`src/rtl/keypad_pkg.sv`:
```
// Shared definitions for the keypad debounce/decoder slice.
// Contents:
//   key_state_e   - debounce FSM states
//   KeyMap        - 4x4 key code table, indexed by {row_idx, col_idx}
//   onehot_valid  - true when a 4-bit vector has exactly one bit set
package keypad_pkg;

  typedef enum logic [1:0] {
    StIdle            = 2'd0,
    StDebouncePress   = 2'd1,
    StHeld            = 2'd2,
    StDebounceRelease = 2'd3
  } key_state_e;

  // Element r*4+c holds the code for row r, column c (element 0 is rightmost).
  localparam logic [15:0][3:0] KeyMap = {
    4'hD, 4'hF, 4'h0, 4'hE,   // row 3
    4'hC, 4'h9, 4'h8, 4'h7,   // row 2
    4'hB, 4'h6, 4'h5, 4'h4,   // row 1
    4'hA, 4'h3, 4'h2, 4'h1    // row 0
  };

  function automatic logic onehot_valid(input logic [3:0] v);
    // Clearing the lowest set bit leaves zero only for a single-bit vector.
    return (v != 4'b0000) && ((v & (v - 4'd1)) == 4'b0000);
  endfunction

endpackage

```
`src/rtl/key_decoder.sv`:
```
// Combinational row/column to hex key code mapping.
// Ports:
//   row_i   - one-hot row
//   col_i   - one-hot column
//   code_o  - hex key code from KeyMap
//   valid_o - both inputs are exactly one-hot
module key_decoder
  import keypad_pkg::*;
(
  input  logic [3:0] row_i,
  input  logic [3:0] col_i,
  output logic [3:0] code_o,
  output logic       valid_o
);

  logic [1:0] row_idx;
  logic [1:0] col_idx;

  always_comb begin
    row_idx = 2'd0;
    col_idx = 2'd0;
    for (int i = 0; i < 4; i++) begin
      if (row_i[i]) row_idx = 2'(i);
      if (col_i[i]) col_idx = 2'(i);
    end
  end

  assign code_o  = KeyMap[{row_idx, col_idx}];
  assign valid_o = onehot_valid(row_i) && onehot_valid(col_i);

endmodule

```
`src/rtl/keypad_debounce_decoder.sv`:
```
// Debounces a single key press from the keypad scanner, emits its hex code with a
// one-cycle valid pulse and keeps a two-digit history.
// Ports:
//   clk, reset  - clock, asynchronous active-high reset
//   row, col    - one-hot scanner row drive and synchronized column sense
//   hold        - freezes the scanner while any key activity is in progress
//   key_valid   - one-cycle pulse on a confirmed press
//   key_code    - code of the last confirmed key
//   digit_new   - most recent confirmed key
//   digit_old   - key confirmed before digit_new
module keypad_debounce_decoder
  import keypad_pkg::*;
#(
  parameter int unsigned DEBOUNCE_CYCLES = 50000,
  parameter int unsigned CNT_W           = $clog2(DEBOUNCE_CYCLES)
) (
  input  logic       clk,
  input  logic       reset,
  input  logic [3:0] row,
  input  logic [3:0] col,
  output logic       hold,
  output logic       key_valid,
  output logic [3:0] key_code,
  output logic [3:0] digit_new,
  output logic [3:0] digit_old
);

  localparam logic [CNT_W-1:0] CntMax = CNT_W'(DEBOUNCE_CYCLES - 1);

  key_state_e       state_q, state_d;
  logic [CNT_W-1:0] cnt_q, cnt_d, cnt_inc;
  logic [3:0]       row_cap_q, row_cap_d;
  logic [3:0]       col_cap_q, col_cap_d;
  logic             hold_q, hold_d;
  logic             key_valid_q, key_valid_d;
  logic [3:0]       key_code_q, key_code_d;
  logic [3:0]       digit_new_q, digit_new_d;
  logic [3:0]       digit_old_q, digit_old_d;
  logic [3:0]       dec_code;
  logic             dec_valid;
  logic             press_qual;
  logic             cap_bit_high;

  // Decodes the captured key, so the code is stable for the whole debounce.
  key_decoder u_key_decoder (
    .row_i   (row_cap_q),
    .col_i   (col_cap_q),
    .code_o  (dec_code),
    .valid_o (dec_valid)
  );

  assign press_qual   = onehot_valid(row) && onehot_valid(col);
  assign cap_bit_high = (col & col_cap_q) != 4'b0000;
  assign cnt_inc      = (cnt_q == CntMax) ? cnt_q : cnt_q + CNT_W'(1);

  always_comb begin
    state_d     = state_q;
    cnt_d       = cnt_q;
    row_cap_d   = row_cap_q;
    col_cap_d   = col_cap_q;
    key_valid_d = 1'b0;
    key_code_d  = key_code_q;
    digit_new_d = digit_new_q;
    digit_old_d = digit_old_q;
    unique case (state_q)
      StIdle: begin
        if (press_qual) begin
          row_cap_d = row;
          col_cap_d = col;
          cnt_d     = '0;
          state_d   = StDebouncePress;
        end
      end
      StDebouncePress: begin
        // Exact match required: bounce, release or an extra key all abort.
        if (col != col_cap_q) begin
          state_d = StIdle;
        end else if (cnt_q == CntMax && dec_valid) begin
          state_d     = StHeld;
          key_valid_d = 1'b1;
          key_code_d  = dec_code;
          digit_old_d = digit_new_q;
          digit_new_d = dec_code;
        end else begin
          cnt_d = cnt_inc;
        end
      end
      StHeld: begin
        // Only the captured column matters; other keys are ignored.
        if (!cap_bit_high) begin
          cnt_d   = '0;
          state_d = StDebounceRelease;
        end
      end
      StDebounceRelease: begin
        if (cap_bit_high) begin
          state_d = StHeld;
        end else if (cnt_q == CntMax) begin
          state_d = StIdle;
        end else begin
          cnt_d = cnt_inc;
        end
      end
      default: state_d = StIdle;
    endcase
    hold_d = (state_d != StIdle);
  end

  always_ff @(posedge clk or posedge reset) begin
    if (reset) begin
      state_q     <= StIdle;
      cnt_q       <= '0;
      row_cap_q   <= 4'b0000;
      col_cap_q   <= 4'b0000;
      hold_q      <= 1'b0;
      key_valid_q <= 1'b0;
      key_code_q  <= 4'h0;
      digit_new_q <= 4'h0;
      digit_old_q <= 4'h0;
    end else begin
      state_q     <= state_d;
      cnt_q       <= cnt_d;
      row_cap_q   <= row_cap_d;
      col_cap_q   <= col_cap_d;
      hold_q      <= hold_d;
      key_valid_q <= key_valid_d;
      key_code_q  <= key_code_d;
      digit_new_q <= digit_new_d;
      digit_old_q <= digit_old_d;
    end
  end

  assign hold      = hold_q;
  assign key_valid = key_valid_q;
  assign key_code  = key_code_q;
  assign digit_new = digit_new_q;
  assign digit_old = digit_old_q;

endmodule
```
`config.mk`:
```
export PLATFORM = sky130hd
export DESIGN_NAME = keypad_debounce_decoder
export DESIGN_NICKNAME = d
export VERILOG_FILES = /design/src/rtl/keypad_pkg.sv /design/src/rtl/key_decoder.sv /design/src/rtl/keypad_debounce_decoder.sv
export SDC_FILE = /design/constraint.sdc
export NUM_CORES = 1
export LEC_CHECK = 0
export ABC_AREA = 1
export CORE_MARGIN = 1
export CORE_UTILIZATION = 32
export CTS_BUF_LIST = sky130_fd_sc_hd__clkbuf_2 sky130_fd_sc_hd__clkbuf_4 sky130_fd_sc_hd__clkbuf_8
export DETAILED_ROUTE_END_ITERATION = 6
export PLACE_DENSITY = 0.46
export SKIP_CTS_REPAIR_TIMING = 1
export SYNTH_ARGS = -nofsm -noshare
export SYNTH_HDL_FRONTEND = slang
export SYNTH_SLANG_ARGS = --single-unit
```
`constraint.sdc`:
```
create_clock -name clk -period 2.14 [get_ports clk]
set_clock_uncertainty 0.15 [all_clocks]
set_input_delay 0.428 -clock clk [delete_from_list [all_inputs] [get_ports clk]]
set_output_delay 0.428 -clock clk [all_outputs]
set_load 0.03 [all_outputs]
```
==> results.cfg, run 1 <==
[logic_synthesis]
top_area_cell_type_share_of_the_netlist_area = 0.3700
count_of_flip_flops_with_a_built_in_enable_after_synthesis = 0
synth-seq-cells = 36
synth-seq-area-share = 0.3700
synthFlopType = dfrtp_1
synth_area_per_cell_sq_um = 6.859
syn-cell-area_sq_um = 2435
yosysMostFrequentCell = nand2_1
yosysWarnings = 0
yosys.area.top_type = dfrtp_1
synth.distinct_cells = 31
synth_top_cells_by_count = 137 x nand2_1, 50 x nor2_1, 37 x inv_1
synth_cells = 355
syn-num-nets = 375
postSynth.asyncResetShare = 1.000
top_cells_by_area_in_the_synthesized_netlist = dfrtp_1 37%, nand2_1 21%, nor2_1 7.7%

[cells_and_area]
design.final.nets = 411
post-route-cell-area_sq_um = 2993
final_layout_size_suffix_gt1_frac = 0.1199
areaGrowthSynthToFinish_pct = 22.92
final_util = 0.4104
instances_no_fill = 491
antenna_cells = 0

[setup_path]
crit_path_cell_trace = clkdlybuf4s50_1 > ha_1 > nor2_1 > nand2_2 > nand2_1 > nand2_1 > inv_1 > nand2_2 > a21oi_4 > buf_12 > nand2_1 > nand2_1
crit_path_start = col[1]
critical-path-top-cell-by-count = nand2_1
critPathMaxFanout = 9
rrSetupSlack_ps = 260
timing.critical_path.to_type = flop
critical-path-top-delay-family = buffers and inverters
crit_buf_inv = 3
critical_path_cell_count = 12
timing.setup.critical_path_class = in2reg
start_kind = input port
crit_required_ps = 2230
worstPathArrival_ps = 2010
worst_path_largest_cell_delay_ps = 420
critPathSlowestCell = clkdlybuf4s50_1
timing.critical_path.to = cnt_q[11]$_DFFE_PP0P_
worst_r2r_path_depth = 10
r2r_start = cnt_q[0]$_DFFE_PP0P_
regToRegEndpoint = digit_new[1]$_DFFE_PP0P_

[global_routing]
grt_first_pass_wirelength_mm = 9.094
vias_in_the_first_global_route = 1926
maximum_number_of_pins_on_one_net_before_global_route_repair = 37
global_route.usage.total = 0.1485
grt.overflow.total = 0
grt_antenna_before_repair = 0

[route]
post_drt_wl_per_cell_um = 10.48
vias_per_cell = 4.420
route.vias.total = 2170
routed_wirelength_mm = 5.144
drt_pre_antenna_iters = 5
initialDrtViolationCount = 79
antenna_violating_nets_post_route = 0
remaining_drc_errors = 0

[floorplanning]
floorplan.die_area_sq_um = 7962
die_w_um = 89.23
core.rowCount = 31
die-height_um = 89.23
core_sq_um = 7292
ioPinCount = 24
start_util = 0.3339

[place]
place.gp.congestion = 0.7999
buffer_ports.inserted = 23
dp.final_hpwl_mm = 3.922
place.detailed.instances = 483
pre_cts_ws_ps = -157.5
placement_stage_cell_area_sq_um = 2867

[clocking]
htree_num_levels = 2
cts_clock_pin_slew_for_the_worst_setup_and_hold_paths_ps = 80
clock_insertion_delay_worst_skew_ps = 300
clockBufferDepth = 2
cts_tree = built
cts.sinks = 36
cts_root_buf = clkbuf_8
cts-buffers-inserted = 5

[sta]
worst_slack_ps = 221.6
setup_violations = 0
worst_pin_slew_ps = 466.4
clock.fmax_mhz = 521.3
period_share = 0.8964
period_minus_slack_ps = 1918
timing_hold_violations_final = 0
report.final.slew_viol_count = 0
timing.max_slew.rel_slack = 0.6890
rsz0062_at_grt = no

[power]
peakVddDrop_v = 0.0003219
power-per-cell-area_nw_per_um2 = 875.6
cellLeakagePower_nw = 1.470

[flow_run]
max-cap-violations = 0

[status]
outcome = complete, no violations

[hold_path]
holdCritPathClass = reg2reg
==> per-layer routing <==
metal,GRT usage,vias up,wire (um)
li1,-,1164,-
met1,0.2111,969,2783
met2,0.2269,31,2134
met3,0.03324,6,167
met4,0.03896,0,57
met5,0,-,0
==> kinds of logic (layout without fill, tap and decap cells) <==
group           Yosys count  count (layout)  synth area share
simple gates            223             223            0.3844
buf+inv                  50              87           0.09249
fa+ha+maj                10              10           0.05139
xor+xnor                  9               9           0.03238
compound gates           27              27           0.06937
flops                    36              36            0.3700
==> sequential cells by signal, summed over array words and instances (netlist names) <==
signal,cells
cnt_q,16
col_cap_q,4
digit_old,4
row_cap_q,4
state_q,2
digit_new,4
hold,1
key_valid,1
==> worst min-delay path by stage <==
stage | start | end | depth (start not counted)
after floorplan | cnt_q[1]$_DFFE_PP0P_ | cnt_q[1]$_DFFE_PP0P_ | 2
after global placement | digit_old[0]$_DFFE_PP0P_ | digit_old[0]$_DFFE_PP0P_ | 2
after detailed placement | digit_old[1]$_DFFE_PP0P_ | digit_old[1]$_DFFE_PP0P_ | 2
after CTS | digit_old[1]$_DFFE_PP0P_ | digit_old[1]$_DFFE_PP0P_ | 2
after global routing | digit_old[0]$_DFFE_PP0P_ | digit_old[0]$_DFFE_PP0P_ | 2
final | digit_old[1]$_DFFE_PP0P_ | digit_old[1]$_DFFE_PP0P_ | 2
==> worst register-to-register path, cell delays in order, from the launching register on <==
cell	delay, ps
dfrtp_1	400
ha_1	240
nand3_2	150
inv_2	90
nand3_1	80
nor2_2	170
nand3_2	170
buf_4	200
nand2_1	50
inv_1	30
nor2_1	80
==> stage by stage <==
stage          hold slack (ps)  setup TNS, ps  total power [mW]
6_report                 341.0              0             2.621
5_1_grt                  368.9              0             2.876
4_1_cts                  346.7              0             2.644
3_5_place_dp             326.3          -2763             2.016
3_3_place_gp             326.8          -1919             2.010
2_1_floorplan            317.1              0             1.653
==> area by class of cell <==
type | count | area (sq um)
Clock buffer | 5 | 68.82
Sequential cell | 36 | 900.9
Multi-Input combinational cell | 269 | 1324
Tap cell | 99 | 123.9
Inverter | 42 | 160.2
Clock inverter | 3 | 42.54
Timing Repair Buffer | 37 | 372.9
Fill cell | 804 | 4299
==> report_power, final <==
group | internal, mW | total [mW] | switching, mW
clock | 0.345 | 0.613 | 0.268
sequential | 0.785 | 0.915 | 0.131
combinational | 0.442 | 1.09 | 0.650
==> cells in the final DEF, fill, tap and decap left out <==
cell | Yosys | layout
a21oi_1 | 3 | 3
nand3_2 | 3 | 3
bufinv_16 | 0 | 1
inv_4 | 1 | 1
nand2_1 | 137 | 136
and2_1 | 1 | 1
clkdlybuf4s50_1 | 0 | 23
xor2_1 | 8 | 8
a21oi_4 | 0 | 1
nand3_1 | 18 | 18
o21ai_2 | 5 | 5
clkbuf_8 | 0 | 5
buf_4 | 4 | 11
nand2_8 | 1 | 1
o21ai_0 | 15 | 15
inv_2 | 3 | 3
dfrtp_1 | 36 | 36
nand4_1 | 5 | 5
nand2_2 | 2 | 3
xnor2_1 | 1 | 1
clkinv_2 | 0 | 1
nor2_1 | 50 | 48
ha_1 | 10 | 10
nand3b_1 | 1 | 1
buf_12 | 0 | 3
clkinvlp_4 | 0 | 1
o211ai_1 | 2 | 2
nor2_4 | 1 | 1
o21bai_2 | 1 | 1
inv_1 | 37 | 37
or2_2 | 1 | 1
clkinv_1 | 1 | 1
nor2_2 | 3 | 5
No activity file was read; power rests on OpenSTA's default activity.
==> inputs of run 2 (changes only) <==
==> constraint.sdc (replaced) <==
create_clock -name clk -period 2.35 [get_ports clk]
set_clock_uncertainty 0.15 [all_clocks]
set_input_delay 0.47 -clock clk [delete_from_list [all_inputs] [get_ports clk]]
set_output_delay 0.47 -clock clk [all_outputs]
set_load 0.03 [all_outputs]
==> run 2 against run 1 <==
Critical path type unchanged. Critical path depth fell by 2. Setup slack improved by 90 ps. Non-clock buffer count fell by 2. Register-to-register slack improved by 220 ps. Core utilization fell by 0.58 points. Global-route usage rose by 0.067 points. Wire length rose by 1.1%. Clock-buffer cell count did not move. Flip-flop and latch count did not move. Final cell count fell by 0.41%. First-iteration DRC count rose by 20%.
==> results.cfg, run 2 (synthesized netlist as in run 1, its figures left out) <==
[cells_and_area]
largest_register_ffs = 16
layout_common_cells = 137 x nand2_1, 50 x nor2_1, 37 x inv_1, 36 x dfrtp_1, 23 x clkdlybuf4s50_1
largest_register = cnt_q
design.final.nets = 409
most_common_library_cell_in_the_layout_ignoring_fill_and_taps = nand2_1
post-route-cell-area_sq_um = 2950
final_layout_size_suffix_gt1_frac = 0.1077
instances_no_fill = 489
areaGrowthSynthToFinish_pct = 21.17
antenna_cells = 0

[floorplanning]
die_w_um = 89.23
floorplan.die_area_sq_um = 7962
core.rowCount = 31
ioPinCount = 24
start_util = 0.3339
core_sq_um = 7292
die-height_um = 89.23

[place]
place.detailed.instances = 481
dp.final_hpwl_mm = 3.947
placement_stage_cell_area_sq_um = 2839
place.gp.congestion = 0.8320
pre_cts_ws_ps = -7.316
buffer_ports.inserted = 23

[setup_path]
worstPathArrival_ps = 2120
worst_path_largest_cell_delay_ps = 430
timing.setup.critical_path_class = in2reg
timing.critical_path.to_type = flop
rrSetupSlack_ps = 480
worst_r2r_path_depth = 9
crit_required_ps = 2430
critical-path-top-cell-by-count = nor2_1
regToRegEndpoint = digit_new[1]$_DFFE_PP0P_
critPathMaxFanout = 6
critPathSlowestCell = clkdlybuf4s50_1
start_kind = input port
r2r_start = col_cap_q[3]$_DFFE_PP0P_
crit_path_cell_trace = clkdlybuf4s50_1 > ha_1 > nor2_1 > nand2_1 > nor2_1 > nand3_2 > buf_4 > nand2_1 > inv_1 > nor2_1

[flow_run]
max-cap-violations = 0

[hold_path]
hold_depth = 2
hold_start = digit_old[3]$_DFFE_PP0P_
hold_end = digit_old[3]$_DFFE_PP0P_
holdCritPathClass = reg2reg

[clocking]
htree_num_levels = 2
cts_tree = built
clock_insertion_delay_worst_skew_ps = 290
cts_root_buf = clkbuf_8
clockBufferDepth = 2
cts_clock_pin_slew_for_the_worst_setup_and_hold_paths_ps = 80
cts-buffers-inserted = 5
cts.sinks = 36

[sta]
timing_hold_violations_final = 0
worst_slack_ps = 311.9
rsz0062_at_grt = no
report.final.slew_viol_count = 0
worst_pin_slew_ps = 474.7
clock.fmax_mhz = 490.6
period_minus_slack_ps = 2038
fin_setup_tns_ps = 0
timing.max_slew.rel_slack = 0.6835
period_share = 0.8673
setup_violations = 0

[power]
internal_power_mw = 1.392
peakVddDrop_v = 0.0002883
share_clk_of_total_power = 0.240
switching_share = 0.4027
switching_power_uw = 938.6
power-per-cell-area_nw_per_um2 = 790.0
sequential_cell_fraction_of_total_power = 0.357
pwr-share-comb = 0.403
cellLeakagePower_nw = 1.455

[route]
routed_wirelength_mm = 5.203
antenna_violating_nets_post_route = 0
drt_pre_antenna_iters = 4
initialDrtViolationCount = 95
vias_per_cell = 4.401
route.vias.total = 2152
remaining_drc_errors = 0
post_drt_wl_per_cell_um = 10.64

[global_routing]
grt.overflow.total = 0
grt_first_pass_wirelength_mm = 9.183
grt_antenna_before_repair = 0
vias_in_the_first_global_route = 1988
maximum_number_of_pins_on_one_net_before_global_route_repair = 37
global_route.usage.total = 0.1492

[status]
outcome = complete, no violations
-- run 2: cell count changes in the layout (fill, tap and decap cells not counted), sizes merged --
cell and delta:
buf -2
-- run 2: worst max path at each step --
stage,startpoint,endpoint,slack (ps),cells past startpoint
2_1_floorplan,col[3],cnt_q[7]$_DFFE_PP0P_,590,12
3_3_place_gp,col[3],digit_new[1]$_DFFE_PP0P_,60,10
3_5_place_dp,col[3],digit_new[1]$_DFFE_PP0P_,-7,10
4_1_cts,col[3],digit_new[1]$_DFFE_PP0P_,300,10
5_1_grt,col[1],cnt_q[11]$_DFFE_PP0P_,180,12
6_report,col[3],digit_new[1]$_DFFE_PP0P_,310,10
-- run 2: routing by layer --
| metal | part of all wire | GRT usage | vias up |
|---|---|---|---|
| met3 | 0.027 | 0.02770 | 5 |
| met2 | 0.43 | 0.2346 | 34 |
| met5 | 0 | 0 | - |
| met1 | 0.53 | 0.2103 | 949 |
| met4 | 0.0081 | 0.03896 | 0 |
| li1 | - | - | 1164 |
-- run 2: critical path: cells and delay by family --
family | cells | cell delay (ps)
simple gates | 6 | 680
buf+inv | 3 | 660
fa+ha+maj | 1 | 300
-- run 2: layout make-up --
cell class | instances | area [sq um]
Fill cell | 806 | 4342
Multi-Input combinational cell | 269 | 1309
Sequential cell | 36 | 900.9
Timing Repair Buffer | 35 | 345.3
Inverter | 42 | 160.2
Tap cell | 99 | 123.9
Clock buffer | 5 | 68.82
Clock inverter | 3 | 42.54
-- run 2: power by group through the flow --
stage	Sequential, mW	Combinational (mW)	Clock (mW)
floorplan	0.823	0.682	0
global placement	0.850	0.950	0
detailed placement	0.849	0.957	0
CTS	0.836	0.959	0.575
global route	0.852	1.09	0.608
finish	0.833	0.939	0.559
-- run 2: per-stage QoR --
| step | total power, mW | util | hold slack, ps |
|---|---|---|---|
| after global placement | 1.800 | 0.3893 | 326.5 |
| after CTS | 2.371 | 0.4046 | 347.9 |
| after global routing | 2.550 | 0.4046 | 371.4 |
| final | 2.331 | 0.4046 | 343.1 |
| after floorplan | 1.505 | - | 317.1 |
| after detailed placement | 1.807 | 0.3893 | 326.1 |
==> variant 1: new RTL, settings of run 2 <==
Encoding of `key_state_e`: now Gray code (2 bits for 4 states).
--- a/src/rtl/keypad_pkg.sv
+++ b/src/rtl/keypad_pkg.sv
@@ -6,10 +6,10 @@
 package keypad_pkg;
 
   typedef enum logic [1:0] {
-    StIdle            = 2'd0,
-    StDebouncePress   = 2'd1,
-    StHeld            = 2'd2,
-    StDebounceRelease = 2'd3
+    StIdle            = 2'b00,
+    StDebouncePress   = 2'b01,
+    StHeld            = 2'b11,
+    StDebounceRelease = 2'b10
   } key_state_e;
 
   // Element r*4+c holds the code for row r, column c (element 0 is rightmost).
Check against the original RTL: no difference found for any inputs over 10 cycles, from zero or initial values and one cycle with reset high; not proved beyond that.
==> variant 1 against run 2 <==
Wire length is 13% higher; worst setup slack got worse by 38 ps; area after synthesis rose by 5.0%; final cell count increased by 6.1%; first-iteration DRC count rose by 33%; final area up 3.9%; largest power group is now sequential cells; via count is 8.7% higher; power decreased by 9.6%; largest cell class unchanged; critical path type unchanged; sequential cell count is the same.
==> variant 1: results (changes against run 2) <==
STA
  • WHS: 337.9 ps (-5.164 ps)
  • Setup slack after layout: 273.7 ps (-38.19 ps)
  • Worst-margin pin slew: 477.2 ps (+2.432 ps)

Global route
  • First-pass GRT wire length: 10640 µm (+16%)
  • Tot GR Track Use: 15.88% (+0.96 points)
  • Largest net degree at the start of global routing: 37 (unchanged)
  • Global-route met3 utilization: 2.261% (-0.51 points)
  • M1 GR Usage: 22.53% (+1.5 points)
  • Via count of the first global-routing pass: 2240 (+13%)
  • Grt met2 use: 24.62% (+1.2 points)

Routing
  • DR iter-0 viols: 126 (+33%)
  • Routed wl met3: 136 µm (-4.9%)
  • Drt pass-1 iters: 4 (unchanged)
  • Post-Route WL: 5864 µm (+13%)
  • Routed vias: 2339 (+8.7%)
  • DR vias/cell: 4.507 (+2.4%)
  • Metal-1 WL: 3065 µm (+11%)
  • Routed wire length on met2: 2567 µm (+14%)

Critical path
  • Delay-heaviest family, CP: buffers and inverters
  • Worst EP arrival: 2170 ps (+50 ps)
  • Slowest stage delay, CP: 470 ps (+40 ps)
  • Slowest CP cell: clkdlybuf4s50_1
  • Path depth of the worst reg2reg path: 10 (+1)
  • R2r setup slk: 320 ps (-160 ps)
  • Critical Path Fanout Max: 7 (+1)

Yosys
  • Commonest cells post-synth: nand2_1, nor2_1, inv_1
  • Synth top area cells: dfrtp_1, nand2_1, nor2_1, ha_1, inv_1
  • Syn_nets: 408 (+8.8%)
  • Mapped Cells: 383 (+7.9%)
  • Post-synthesis sequential area ratio: 35.24% (-1.8 points)
  • Yosys cell types: 31 (unchanged)

Hold path
  • WHS Path Cells: 2 (unchanged)
  • Worst hold path class: reg2reg

Final layout
  • Fill cells: 848 (+5.2%)
  • Final Net Count: 441 (+7.8%)
  • Layout cells sized above 1: 7.674% (-3.1 points)
  • Antenna cells: 0 (unchanged)
  • Top reg by flops: cnt_q

Placed design
  • Placed Cells: 511 (+6.2%)
  • Pre-CTS setup slack: -65.52 ps (-58.20 ps)
  • Post-DP HPWL: 4456 µm (+13%)
  • Placed Area: 2953 µm² (+4.0%)
  • Final RePlAce weighted congestion: 0.8079 (-2.9%)

Power and ir drop
  • PD cells: 687.6 nW/µm² (-13%)
  • Leakage: 1.569 nW (+7.8%)
  • Peak supply drop: 0.0003025 V (+4.9%)

Run status
  • Status: finished, final reports clean

Clock network
  • Clk pin slew, worst setup/hold paths: 80 ps (about the same)
## variant 1: cell types whose count changed in the layout (fill, tap and decap cells not counted), sizes merged, moves of 3 or more
cell | run 2 | this run
nand2 | 140 | 127
a21oi | 4 | 14
nor2 | 54 | 64
inv | 41 | 47
or2 | 1 | 4
nor3 | 0 | 7
ha | 10 | 15
nand3 | 21 | 24
o21ai | 20 | 14
## variant 1: final cells by class
class,count,share of cell area [%]
flip-flops and latches,36,29.40
well taps,102,4.165
inverters,49,6.043
clock buffers,5,2.246
clock inverters,3,1.388
repair buffers,36,11.11
multi-input cells,288,45.65
## variant 1: power by group
group / switching, mW / total, mW / internal, mW
logic: 0.487 / 0.760 / 0.273
registers: 0.0773 / 0.772 / 0.694
clock network: 0.261 / 0.575 / 0.314
## variant 1: final timing paths
kind,start,to
hold / removal,digit_old[0]$_DFFE_PP0P_,digit_old[0]$_DFFE_PP0P_
max in group asynchronous,reset,cnt_q[2]$_DFFE_PP0P_
hold reg to reg,digit_old[0]$_DFFE_PP0P_,digit_old[0]$_DFFE_PP0P_
setup / recovery,col[1],cnt_q[2]$_DFFE_PP0P_
setup reg to reg,state_q[1]$_DFF_PP0_,digit_new[1]$_DFFE_PP0P_
min in group asynchronous,reset,digit_old[3]$_DFFE_PP0P_
## variant 1: cell families (layout without fill, tap and decap cells)
logic type / after synthesis / in the layout / share of synthesized area (%)
flip-flops: 36 / 36 / 35.24
XOR/XNOR: 8 / 8 / 2.741
adder cells (fa/ha/maj): 15 / 15 / 7.342
AO/OA/AOI/OAI: 34 / 34 / 7.195
buffers and inverters: 59 / 93 / 10.03
AND/OR/NAND/NOR: 231 / 231 / 37.44
==> variant 2: new RTL, flow settings as in run 2 <==
Without the edit above. The parameter `DEBOUNCE_CYCLES` goes from 50000 to 100000.
--- a/src/rtl/keypad_debounce_decoder.sv
+++ b/src/rtl/keypad_debounce_decoder.sv
@@ -11,7 +11,7 @@
 module keypad_debounce_decoder
   import keypad_pkg::*;
 #(
-  parameter int unsigned DEBOUNCE_CYCLES = 50000,
+  parameter int unsigned DEBOUNCE_CYCLES = 100000,
   parameter int unsigned CNT_W           = $clog2(DEBOUNCE_CYCLES)
 ) (
   input  logic       clk,
Formal check against the unedited RTL: no difference found for any inputs over 10 cycles, from zero or initial values and one cycle with reset high; that may be too few to reach the edited logic, so the function may still have changed.
==> variant 2 against run 2 <==
Sequential share of layout area fell by 0.11 points; via count rose by 2.3%; wire length rose by 7.3%; sequential cell count rose by 1; power rose by 1.0%; final area rose by 3.1%; non-clock buffer count fell by 3; clock power rose by 6.8%; sequential power barely moved; area after synthesis rose by 4.4%; die area rose by 4.3%; synthesized cell count rose by 6.8%; critical path depth fell by 1; worst setup slack got worse by 5.8 ps; critical path type unchanged; highest routed layer unchanged.
==> variant 2: results (changes against run 2) <==
Run status
  • Status: finished, final reports clean

Critical path
  • R2r endpoint: cnt_q[13]$_DFFE_PP0P_
  • Worst setup path start: col[0]
  • Setup crit end: digit_new[3]$_DFFE_PP0P_
  • Worst EP arrival: 2050 ps (-70 ps)
  • Slowest stage delay, CP: 550 ps (+120 ps)
  • R2r setup slk: 460 ps (-20 ps)
  • Critical Path Fanout Max: 14 (+8)
  • Worst r2r src: cnt_q[0]$_DFFE_PP0P_
  • Path depth of the worst reg2reg path: 11 (+2)

Global route
  • Tot GR Track Use: 14.97% (+0.049 points)
  • Largest net degree at the start of global routing: 38 (+2.7%)
  • Via count of the first global-routing pass: 2084 (+4.8%)
  • First-pass GRT wire length: 9901 µm (+7.8%)

Final layout
  • Data buffer area share: 10.61% (-1.1 points)
  • FF+latch area: 925.9 µm² (+2.8%)
  • Final Net Count: 429 (+4.9%)
  • Multi-input gates: 286 (+6.3%)
  • Clock buf/inv share: 3.947% (+0.17 points)
  • Largest register FFs: 17 (+1)
  • Inverters: 47 (+12%)
  • Layout cells sized above 1: 8.780% (-2.0 points)
  • Multi-input gate share of total cell area: 44.94% (+0.58 points)
  • Buffers, non-clock: 32 (-8.6%)
  • Fill cells: 865 (+7.3%)
  • Layout clock buffers: 7 (+2)

STA
  • WHS: 347.0 ps (+3.931 ps)
  • Worst-margin pin slew: 486.4 ps (+11.68 ps)
  • Minimum clock period: 2044 ps (+5.805 ps)

Yosys
  • Commonest cells post-synth: nand2_1, nor2_1, inv_1
  • Post-synthesis sequential area ratio: 36.44% (-0.56 points)
  • Synth Area in Compound Gates: 5.022% (-1.9 points)
  • Syn_nets: 399 (+6.4%)
  • Yosys reg bits: 37 (+2.8%)
  • Synth top area cells: dfrtp_1, nand2_1, nor2_1, inv_1, ha_1
  • Synth Area in Adders: 4.924% (-0.22 points)

Placed design
  • Post-DP HPWL: 4210 µm (+6.7%)
  • Final RePlAce weighted congestion: 0.7802 (-6.2%)
  • Pre-CTS setup slack: -3.437 ps (+3.879 ps)

Hold path
  • WHS Path Cells: 2 (unchanged)

Routing
  • DR vias/cell: 4.299 (-2.3%)
  • DR iter-0 viols: 87 (-8.4%)
  • Post-Route WL: 5582 µm (+7.3%)

Clock network
  • Num CTS Buffers: 5 (unchanged)

Power and ir drop
  • Peak supply drop: 0.0004609 V (+60%)
  • Leakage: 1.510 nW (+3.8%)
-- variant 2: report_power, final --
part / switching (mW) / total [mW] / leakage (nW) / internal (mW)
logic: 0.588 / 0.926 / 0.966 / 0.338
clock network: 0.238 / 0.597 / 0.0619 / 0.358
registers: 0.105 / 0.832 / 0.482 / 0.726
-- variant 2: worst max-delay path, delay by kind of cell --
kind,cells,cell delay [ps]
fa+ha+maj,1,260
compound gates,1,60
buf+inv,2,720
simple gates,5,530
-- variant 2: layer usage --
| layer | up-vias | wire length [µm] | track usage, % |
|---|---|---|---|
| met2 | 16 | 2814 | 26.52 |
| met3 | 2 | 113 | 2.848 |
| met5 | - | 0 | 0 |
| met1 | 975 | 2617 | 18.84 |
| li1 | 1208 | - | - |
| met4 | 0 | 36 | 3.175 |
-- variant 2: stage by stage --
stage	area (µm²)	instances
6_report	3043	512
3_3_place_gp	2923	504
4_1_cts	3043	512
3_5_place_dp	2923	504
2_1_floorplan	2541	379
5_1_grt	3043	512
